**src/rtl/muldiv_pkg.sv**
```systemverilog
// Shared encodings for the iterative RV32M multiply/divide unit.
package muldiv_pkg;

    localparam logic [2:0] F3_MUL    = 3'b000;
    localparam logic [2:0] F3_MULH   = 3'b001;
    localparam logic [2:0] F3_MULHSU = 3'b010;
    localparam logic [2:0] F3_MULHU  = 3'b011;
    localparam logic [2:0] F3_DIV    = 3'b100;
    localparam logic [2:0] F3_DIVU   = 3'b101;
    localparam logic [2:0] F3_REM    = 3'b110;
    localparam logic [2:0] F3_REMU   = 3'b111;

    typedef enum logic [1:0] {
        IDLE = 2'd0,
        CALC = 2'd1,
        FIX  = 2'd2,
        DONE = 2'd3
    } muldiv_state_t;

    // Divide/remainder operations all have funct3[2] set.
    function automatic logic f3_is_div(input logic [2:0] f3);
        return f3[2];
    endfunction

endpackage

```
**src/rtl/muldiv_step.sv**
```systemverilog
// One radix-2 iteration: shift-add for multiply, restoring shift-subtract for divide.
module muldiv_step #(
    parameter int unsigned XLEN = 32
) (
    input  logic              is_div,
    input  logic [XLEN-1:0]   opnd,
    input  logic [2*XLEN-1:0] acc_i,
    output logic [2*XLEN-1:0] acc_o
);

    logic [XLEN:0] sum;
    logic [XLEN:0] shifted;
    logic [XLEN:0] diff;

    // Multiply: acc = {partial, multiplier}; divide: acc = {remainder, dividend/quotient}.
    always_comb begin
        acc_o   = acc_i;
        sum     = (XLEN+1)'(0);
        shifted = (XLEN+1)'(0);
        diff    = (XLEN+1)'(0);
        if (is_div) begin
            shifted = acc_i[2*XLEN-1:XLEN-1];
            diff    = shifted - {1'b0, opnd};
            if (diff[XLEN]) begin
                acc_o = {shifted[XLEN-1:0], acc_i[XLEN-2:0], 1'b0};
            end else begin
                acc_o = {diff[XLEN-1:0], acc_i[XLEN-2:0], 1'b1};
            end
        end else begin
            sum   = {1'b0, acc_i[2*XLEN-1:XLEN]} + (acc_i[0] ? {1'b0, opnd} : (XLEN+1)'(0));
            acc_o = {sum, acc_i[XLEN-1:1]};
        end
    end

endmodule

```
**src/rtl/muldiv_unit.sv**
```systemverilog
// Iterative RV32M multiply/divide unit with valid/ready handshake, rd tag and flush.
module muldiv_unit
    import muldiv_pkg::*;
#(
    parameter int unsigned XLEN  = 32,
    parameter int unsigned STEP  = 1,
    parameter int unsigned TAG_W = 5
) (
    input  logic             clk,
    input  logic             reset,
    input  logic             in_valid,
    output logic             in_ready,
    input  logic [2:0]       funct3,
    input  logic [XLEN-1:0]  op1,
    input  logic [XLEN-1:0]  op2,
    input  logic [TAG_W-1:0] in_tag,
    input  logic             flush,
    output logic             out_valid,
    input  logic             out_ready,
    output logic [XLEN-1:0]  result,
    output logic [TAG_W-1:0] out_tag,
    output logic             busy
);

    localparam int unsigned N_ITER = XLEN / STEP;
    localparam int unsigned CNT_W  = $clog2(N_ITER + 1);
    localparam int unsigned DW     = 2 * XLEN;
    localparam logic [XLEN-1:0] MIN_INT = {1'b1, {(XLEN-1){1'b0}}};

    muldiv_state_t    state_q, state_d;
    logic [CNT_W-1:0] cnt_q, cnt_d;
    logic [DW-1:0]    acc_q, acc_d;
    logic [XLEN-1:0]  opnd_q, opnd_d;
    logic [2:0]       f3_q, f3_d;
    logic             neg_q, neg_d;
    logic [XLEN-1:0]  result_q, result_d;
    logic [TAG_W-1:0] tag_q, tag_d;
    logic             in_ready_q, in_ready_d;
    logic             out_valid_q, out_valid_d;
    logic             busy_q, busy_d;

    logic            op1_signed, op2_signed, neg1, neg2;
    logic [XLEN-1:0] abs1, abs2;
    logic            is_div, div_zero, div_ovf;
    logic [XLEN-1:0] special_res;
    logic [DW-1:0]   prod_fix;
    logic [XLEN-1:0] rem_raw;
    logic [XLEN-1:0] fix_res;

    logic [DW-1:0] chain [STEP+1];

    assign chain[0] = acc_q;

    for (genvar g = 0; g < STEP; g++) begin : g_step
        muldiv_step #(.XLEN(XLEN)) u_step (
            .is_div (f3_is_div(f3_q)),
            .opnd   (opnd_q),
            .acc_i  (chain[g]),
            .acc_o  (chain[g+1])
        );
    end

    // Operand magnitudes, result sign and the short-circuit cases, decoded at accept.
    always_comb begin
        op1_signed  = (funct3 == F3_MULH) || (funct3 == F3_MULHSU) ||
                      (funct3 == F3_DIV)  || (funct3 == F3_REM);
        op2_signed  = (funct3 == F3_MULH) || (funct3 == F3_DIV) || (funct3 == F3_REM);
        neg1        = op1_signed && op1[XLEN-1];
        neg2        = op2_signed && op2[XLEN-1];
        abs1        = neg1 ? XLEN'(0) - op1 : op1;
        abs2        = neg2 ? XLEN'(0) - op2 : op2;
        is_div      = f3_is_div(funct3);
        div_zero    = is_div && (op2 == XLEN'(0));
        div_ovf     = is_div && op2_signed && (op1 == MIN_INT) && (op2 == {XLEN{1'b1}});
        special_res = {XLEN{1'b1}};
        if (div_zero) begin
            special_res = funct3[1] ? op1 : {XLEN{1'b1}};
        end else if (div_ovf) begin
            special_res = funct3[1] ? XLEN'(0) : MIN_INT;
        end
    end

    // Sign correction and half/quotient/remainder selection.
    always_comb begin
        prod_fix = neg_q ? DW'(0) - acc_q : acc_q;
        rem_raw  = acc_q[DW-1:XLEN];
        case (f3_q)
            F3_MULH, F3_MULHSU, F3_MULHU: fix_res = prod_fix[DW-1:XLEN];
            F3_REM, F3_REMU:              fix_res = neg_q ? XLEN'(0) - rem_raw : rem_raw;
            default:                      fix_res = prod_fix[XLEN-1:0];
        endcase
    end

    always_comb begin
        state_d  = state_q;
        cnt_d    = cnt_q;
        acc_d    = acc_q;
        opnd_d   = opnd_q;
        f3_d     = f3_q;
        neg_d    = neg_q;
        result_d = result_q;
        tag_d    = tag_q;

        case (state_q)
            IDLE: begin
                if (in_valid && in_ready_q && !flush) begin
                    f3_d  = funct3;
                    tag_d = in_tag;
                    neg_d = (funct3 == F3_REM) ? neg1 : (neg1 ^ neg2);
                    if (div_zero || div_ovf) begin
                        result_d = special_res;
                        state_d  = DONE;
                    end else begin
                        acc_d   = is_div ? {XLEN'(0), abs1} : {XLEN'(0), abs2};
                        opnd_d  = is_div ? abs2 : abs1;
                        cnt_d   = CNT_W'(N_ITER);
                        state_d = CALC;
                    end
                end
            end
            CALC: begin
                acc_d = chain[STEP];
                cnt_d = cnt_q - CNT_W'(1);
                if (cnt_q == CNT_W'(1)) begin
                    state_d = FIX;
                end
            end
            FIX: begin
                result_d = fix_res;
                state_d  = DONE;
            end
            DONE: begin
                if (out_ready) begin
                    state_d = IDLE;
                end
            end
            default: state_d = IDLE;
        endcase

        // Flush outranks out_ready and drops any request arriving with it.
        if (flush) begin
            state_d = IDLE;
        end

        in_ready_d  = (state_d == IDLE);
        out_valid_d = (state_d == DONE);
        busy_d      = (state_d != IDLE);
    end

    always_ff @(posedge clk) begin
        if (reset) begin
            state_q     <= IDLE;
            cnt_q       <= CNT_W'(0);
            acc_q       <= DW'(0);
            opnd_q      <= XLEN'(0);
            f3_q        <= 3'b000;
            neg_q       <= 1'b0;
            result_q    <= XLEN'(0);
            tag_q       <= TAG_W'(0);
            in_ready_q  <= 1'b1;
            out_valid_q <= 1'b0;
            busy_q      <= 1'b0;
        end else begin
            state_q     <= state_d;
            cnt_q       <= cnt_d;
            acc_q       <= acc_d;
            opnd_q      <= opnd_d;
            f3_q        <= f3_d;
            neg_q       <= neg_d;
            result_q    <= result_d;
            tag_q       <= tag_d;
            in_ready_q  <= in_ready_d;
            out_valid_q <= out_valid_d;
            busy_q      <= busy_d;
        end
    end

    assign in_ready  = in_ready_q;
    assign out_valid = out_valid_q;
    assign busy      = busy_q;
    assign result    = result_q;
    assign out_tag   = tag_q;

endmodule

```
**config.mk**
```make
export PLATFORM = sky130hd
export DESIGN_NAME = muldiv_unit
export DESIGN_NICKNAME = d
export VERILOG_FILES = /design/src/rtl/muldiv_pkg.sv /design/src/rtl/muldiv_step.sv /design/src/rtl/muldiv_unit.sv
export SDC_FILE = /design/constraint.sdc
export NUM_CORES = 1
export LEC_CHECK = 0
export BUFFER_PORTS_ARGS = -buffer_cell sky130_fd_sc_hd__buf_2
export CAP_MARGIN = 20
export CORE_MARGIN = 5
export CORE_UTILIZATION = 43
export CTS_CLUSTER_DIAMETER = 60
export DETAILED_ROUTE_END_ITERATION = 6
export PLACE_DENSITY = 0.59
export SLEW_MARGIN = 20
export SYNTH_ARGS = -nofsm -noshare
export SYNTH_HDL_FRONTEND = slang
export SYNTH_HIERARCHICAL = 1
export SYNTH_SLANG_ARGS = --single-unit
```
**constraint.sdc**
```tcl
create_clock -name clk -period 3.4 [get_ports clk]
set_clock_uncertainty 0.1 [all_clocks]
set_input_delay 0.68 -clock clk [delete_from_list [all_inputs] [get_ports clk]]
set_output_delay 0.68 -clock clk [all_outputs]
set_load 0.02 [all_outputs]
```
==> results of run 1 <==
## repair_timing
item | CTS | global route
buffers inserted | 0 | 9
hold endpoints to repair | 0 | 0
endpoints found under the setup margin | 17 | 47
gates resized for setup | 5 | 64
cloned | 1 | 1
pin swaps | 5 | 16
## layout make-up
cell class / instances / area (sq um)
Tap cell: 461 / 576.8
Clock buffer: 18 / 439.2
Inverter: 69 / 259.0
Multi-Input combinational cell: 1781 / 12120
Sequential cell: 148 / 2968
Antenna cell: 1 / 2.502
Fill cell: 3539 / 16300
Timing Repair Buffer: 406 / 2940
Clock inverter: 14 / 135.1
## logic make-up (layout without fill, tap and decap cells)
logic type                 after synthesis  count (layout)  share of synthesized area [%]
xor gates and xnor gates               146             146                          8.185
muxes                                   72              72                          4.941
other                                    0               1                              0
DFF                                    148             148                          18.96
adders and majority gates               73              73                          5.942
and+or+nand+nor                        750             750                          23.89
buffers and inverters                  216             507                          5.694
AOI/OAI and AO/OA                      740             740                          32.39
## worst min path at each step
| stage | startpoint | to | slack, ns | cells after the start |
|---|---|---|---|---|
| global route | in_tag[3] | out_tag[3] | 0.37 | 3 |
| detailed placement | result[21] | result[21] | 0.34 | 1 |
| finish | out_tag[1] | out_tag[1] | 0.36 | 2 |
| CTS | out_tag[3] | out_tag[3] | 0.36 | 2 |
| floorplan | opnd_q[23] | opnd_q[23] | 0.34 | 2 |
| global placement | out_tag[2] | out_tag[2] | 0.34 | 2 |
## flip-flops by register name, indices dropped and copies added, names as in the netlist
register and cells:
opnd_q 32, state_q 2, neg_q 1, acc_q 64
result 32, f3_q 3, in_ready 1, out_tag 5
cnt_q 6, out_valid 1, busy 1
## worst max-delay path, delay by kind of cell, from the launching register on
family,cells,cell delay (ns)
XOR/XNOR,1,0.05
AO/OA/AOI/OAI,8,1.71
buffers and inverters,2,0.38
flip-flops,1,0.33
AND/OR/NAND/NOR,2,0.18
adder cells (fa/ha/maj),2,0.53
## cell usage after synthesis (12+ instances only)
| cell type | count |
|---|---|
| clkbuf_1 | 118 |
| a22o_1 | 34 |
| and3_1 | 20 |
| o21a_1 | 16 |
| a21o_1 | 36 |
| nor4_1 | 35 |
| nor3_1 | 72 |
| o31ai_1 | 36 |
| nor2b_1 | 12 |
| mux2_2 | 40 |
| o21ai_0 | 138 |
| nor2_1 | 143 |
| a211oi_1 | 28 |
| nand2b_1 | 12 |
| mux2i_1 | 31 |
| o211ai_1 | 31 |
| nand2_1 | 226 |
| a21oi_1 | 169 |
| o41ai_1 | 15 |
| ha_1 | 71 |
| nand4_1 | 31 |
| nand3_1 | 54 |
| o21ai_1 | 13 |
| o22ai_1 | 17 |
| inv_1 | 68 |
| or3_1 | 28 |
| dfxtp_1 | 148 |
| xor2_1 | 81 |
| or2_2 | 14 |
| o221ai_1 | 15 |
| or4_1 | 15 |
| a22oi_1 | 13 |
| o2bb2ai_1 | 29 |
| buf_2 | 15 |
| xnor2_1 | 65 |
| and2_1 | 46 |
| a31oi_1 | 28 |
## layer usage
layer	global-route usage [%]	wire length (um)	share of wire, %
met1	47.40	31430	43
met2	51.51	30890	42
met3	7.496	7229	9.9
met4	12.93	3199	4.4
met5	0	13	0.018
## through the flow
| step | TNS [ns] | instance area (sq um) | setup slack [ns] | std cells |
|---|---|---|---|---|
| after CTS | -0.05822 | 19050 | -0.05822 | 2889 |
| final | 0 | 19440 | 0.03458 | 2898 |
| after global placement | -0.4579 | 18430 | -0.3073 | 2856 |
| after floorplan | 0 | 15630 | 0.01472 | 2145 |
| after detailed placement | -0.4820 | 18430 | -0.1514 | 2856 |
| after global routing | -0.1841 | 19440 | -0.09307 | 2897 |
## report_power, final
part | switching [mW] | leakage (nW) | internal [mW]
clock network | 0.947 | 0.283 | 0.994
registers | 0.128 | 1.20 | 1.82
logic | 1.54 | 6.81 | 1.02
==> impl_metrics.toml, run 1 <==
[run_status]
status = "finished clean"

[timing]
rsz0062_at_grt = "true"
max_freq_ghz = 0.2971
worst_pin_slew_ns = 1.047
max_slew_margin_pct = 28.38
min_period_ns = 3.365
final.period_utilization_pct = 98.98
drv_slew = 0
holdWs_ns = 0.3590
finalHoldViolations = 0
setup_viol = 0

[clock_tree]
cts_tree = "yes"
clk_latency_ns = 0.44
clock-root-buffer = "clkbuf_16"
hold_buffers = 0
cts_buffers = 17
cts_buffer_depth = 2
clock-sinks = 148
clkTransAtPathRegs_ns = 0.07
h-tree-depth = 4

[worst_setup_path]
reg2reg_depth = 15
crit_chain = "and2_4 -> ha_4 -> fa_2 -> a211oi_2 -> o21a_1 -> o21bai_2 -> a2111oi_4 -> buf_4 -> nor3_4 -> o41ai_4 -> buf_4 -> xnor2_2 -> o21ai_1 -> a21oi_1 -> a22o_1"
critPathLaunchType = "flop"
path_common_cell = "buf_4"
cp.arrival_ns = 3.60
r2r_slack_ns = 0.03
end_kind = "flop"
timing.rr.end = "acc_q[61]"
critPathRequiredTime_ns = 3.64
max_stage_delay_ns = 0.40
critPathLaunch = "acc_q[0]"
r2r_start = "acc_q[0]"
critPathCapture = "acc_q[61]"
cp_slowest_cell = "a2111oi_4"
critPathKind = "reg -> reg"
cp_max_fo = 3

[global_route]
grt_max_degree = 75
grt_antenna_before_repair = 1
grt.total_usage_pct = 34.03
grt_pass1_vias = 17000
grt-ovfl-total = 0
grt_pass1_wl_um = 107200

[yosys]
synth-edff-count = 0
ys_warn_count = 6
yosys_register_bits = 148
syn_area_per_cell_sq_um = 7.284
synth_cell_type_count = 94
netlist.area_leader.share_pct = 18.96
seq_area_frac_synth_pct = 18.96
synth_fp_nets = 2295
synthCells = 2145
synthTopCellsByArea = "dfxtp_1 (19%), ha_1 (5.7%), nand2_1 (5.4%), a21oi_1 (5.4%), xor2_1 (4.5%)"
yosys.area.top_type = "dfxtp_1"
synth_area_sq_um = 15620
synthFlopType = "dfxtp_1"
async_reset_ff_share_pct = 0

[drt]
drcViolationCount = 0
via_per_inst = 6.394
dr.first_iter.drc_count = 2133
firstDrtPassIters = 6
ant_nets = 0
post_drt_wl_per_cell_um = 25.11
dr_total_vias = 18530
wl_um = 72760

[power_and_ir_drop]
ir_drop_uv = 321.8
p_leak_nw = 8.297
power.density_nw_per_um2 = 331.6
power.total_mw = 6.446

[finish]
final_common_cell = "buf_4"
area_growth_pct = 24.43
nNetsFinal = 2573
utilization_pct = 54.39
drive_gt1_share_pct = 24.06
layout_common_cells = "buf_4 (275), nand2_1 (226), a21oi_1 (167)"

[place]
place.gp.congestion = 1.070
hpwl_um = 57400
portBuffers = 116

[floorplanning]
dieWidth_um = 200.6
rows = 69
io_pins = 117
coreArea_sq_um = 35740
initial_core_util_pct = 43.71
fp.dieH_um = 200.6
die-area_sq_um = 40250

[min_path]
hold_class = "reg -> reg"

[run]
drv_cap = 0
(Power assumes the default switching activity.)
==> inputs of run 2 (changes only) <==
--- a/config.mk
+++ b/config.mk
@@ -9,3 +9,3 @@
 export CAP_MARGIN = 20
-export CORE_MARGIN = 5
+export CORE_MARGIN = 2
 export CORE_UTILIZATION = 43
--- a/constraint.sdc
+++ b/constraint.sdc
@@ -4,2 +4,2 @@
 set_output_delay 0.68 -clock clk [all_outputs]
-set_load 0.02 [all_outputs]
+set_load 0.1 [all_outputs]
==> run 2 against run 1 <==
Compared with the run above:
- register-to-register slack got worse by 0.02 ns
- maximum frequency shrank 0.55%
- die area fell by 5.9%
- critical endpoint is now result[22]
- largest cell class unchanged
- highest routed layer is now met4
==> impl_metrics.toml, run 2 (synthesis gave the netlist of run 1 again) <==
[clock_tree]
cts_buffer_depth = 2
clock-root-buffer = "clkbuf_16"
clk_latency_ns = 0.46
clkTransAtPathRegs_ns = 0.07
cts_buffers = 17
clock-sinks = 148
cts_tree = "yes"
h-tree-depth = 4

[worst_setup_path]
critPathLaunchType = "flop"
r2r_slack_ns = 0.02
timing.rr.end = "result[22]"
critPathLaunch = "acc_q[4]"
end_kind = "flop"
cp_max_fo = 5
reg2reg_depth = 8
critPathKind = "reg -> reg"
critPathRequiredTime_ns = 3.70
cp.arrival_ns = 3.68
r2r_start = "acc_q[4]"

[timing]
rsz0062_at_grt = "true"
drv_slew = 0
finalHoldViolations = 0
max_slew_margin_pct = 34.43
setup_viol = 0
holdWs_ns = 0.3584
worst_pin_slew_ns = 0.9836
fin_ws_ns = 0.01595
setup_tns_ns = 0
final.period_utilization_pct = 99.53
max_freq_ghz = 0.2955
min_period_ns = 3.384

[place]
portBuffers = 116
dpl_cell_area_sq_um = 18230
hpwl_um = 56180
place.gp.congestion = 1.005
place_ws_ns = -0.09762

[run_status]
status = "finished clean"

[finish]
drive_gt1_share_pct = 22.96
nNetsFinal = 2546
final_area_sq_um = 19110
area_growth_pct = 22.31
layout_common_cells = "buf_4 (250), nand2_1 (226), a21oi_1 (165)"
regMostFlops = "acc_q"
largest_register_ffs = 64
final_common_cell = "buf_4"

[power_and_ir_drop]
power.total_mw = 6.563
ir_drop_uv = 398.7
p_leak_nw = 8.104
power.density_nw_per_um2 = 343.4

[floorplanning]
io_pins = 117
fp.dieH_um = 194.6
initial_core_util_pct = 43.82
dieWidth_um = 194.6
coreArea_sq_um = 35660
die-area_sq_um = 37880
rows = 69

[global_route]
grt.total_usage_pct = 36.69
grt-ovfl-total = 0
grt_max_degree = 75
grt_pass1_vias = 17060
grt_pass1_wl_um = 106300
grt_antenna_before_repair = 0

[drt]
wl_um = 70560
dr.first_iter.drc_count = 1734
drcViolationCount = 0
ant_nets = 0
via_per_inst = 6.354
firstDrtPassIters = 5
dr_total_vias = 18240
post_drt_wl_per_cell_um = 24.58

[min_path]
whs_path_depth = 2
hold_end = "out_tag[1]"
hold_class = "reg -> reg"
min_from = "out_tag[1]"

[run]
drv_cap = 0
## run 2: stage by stage
stage,cells,util (%)
global route,2870,53.59
global placement,2834,51.12
finish,2871,53.60
detailed placement,2834,51.12
CTS,2866,52.90
floorplan,2145,-
## run 2: how the worst max path moves through the flow
| stage | depth (start not counted) | end |
|---|---|---|
| finish | 8 | result[22] |
| floorplan | 14 | acc_q[63] |
| global route | 14 | acc_q[61] |
| detailed placement | 14 | result[16] |
| CTS | 13 | result[26] |
| global placement | 14 | result[16] |
## run 2: metal layers
metal / vias to the layer above / global-route usage, % / share of wire [%]
li1: 8539 / - / -
met4: 0 / 18.15 / 5.3
met3: 158 / 5.796 / 7.8
met2: 838 / 58.17 / 45
met5: - / 0 / 0
met1: 8708 / 48.44 / 42
## run 2: what timing repair did
action,4_1_cts,5_1_grt
gates resized for setup,6,46
setup endpoints to repair,19,38
cloned,0,1
pin swaps,3,22
setup buffers,0,3
hold buffers,0,0
## run 2: critical path, stage by stage (launching register included)
cell and delay (ns):
dfxtp_1 0.42, nor4_1 0.41, nand4_1 0.31, nor4_1 0.64, buf_4 0.24, a31oi_1 0.11
o221a_2 0.26, o21ai_0 0.61, a22o_1 0.23
## run 2: layout make-up
class,count,area (sq um)
Tap cell,461,576.8
Multi-Input combinational cell,1781,12010
Timing Repair Buffer,379,2679
Fill cell,3559,16550
Sequential cell,148,2974
Antenna cell,1,2.502
Inverter,69,259.0
Clock inverter,15,180.2
Clock buffer,17,425.4
## run 2: report_power, final
group	total [mW]	switching, mW	internal, mW
registers	1.95	0.128	1.82
clock network	2.04	0.981	1.06
logic	2.58	1.60	0.977
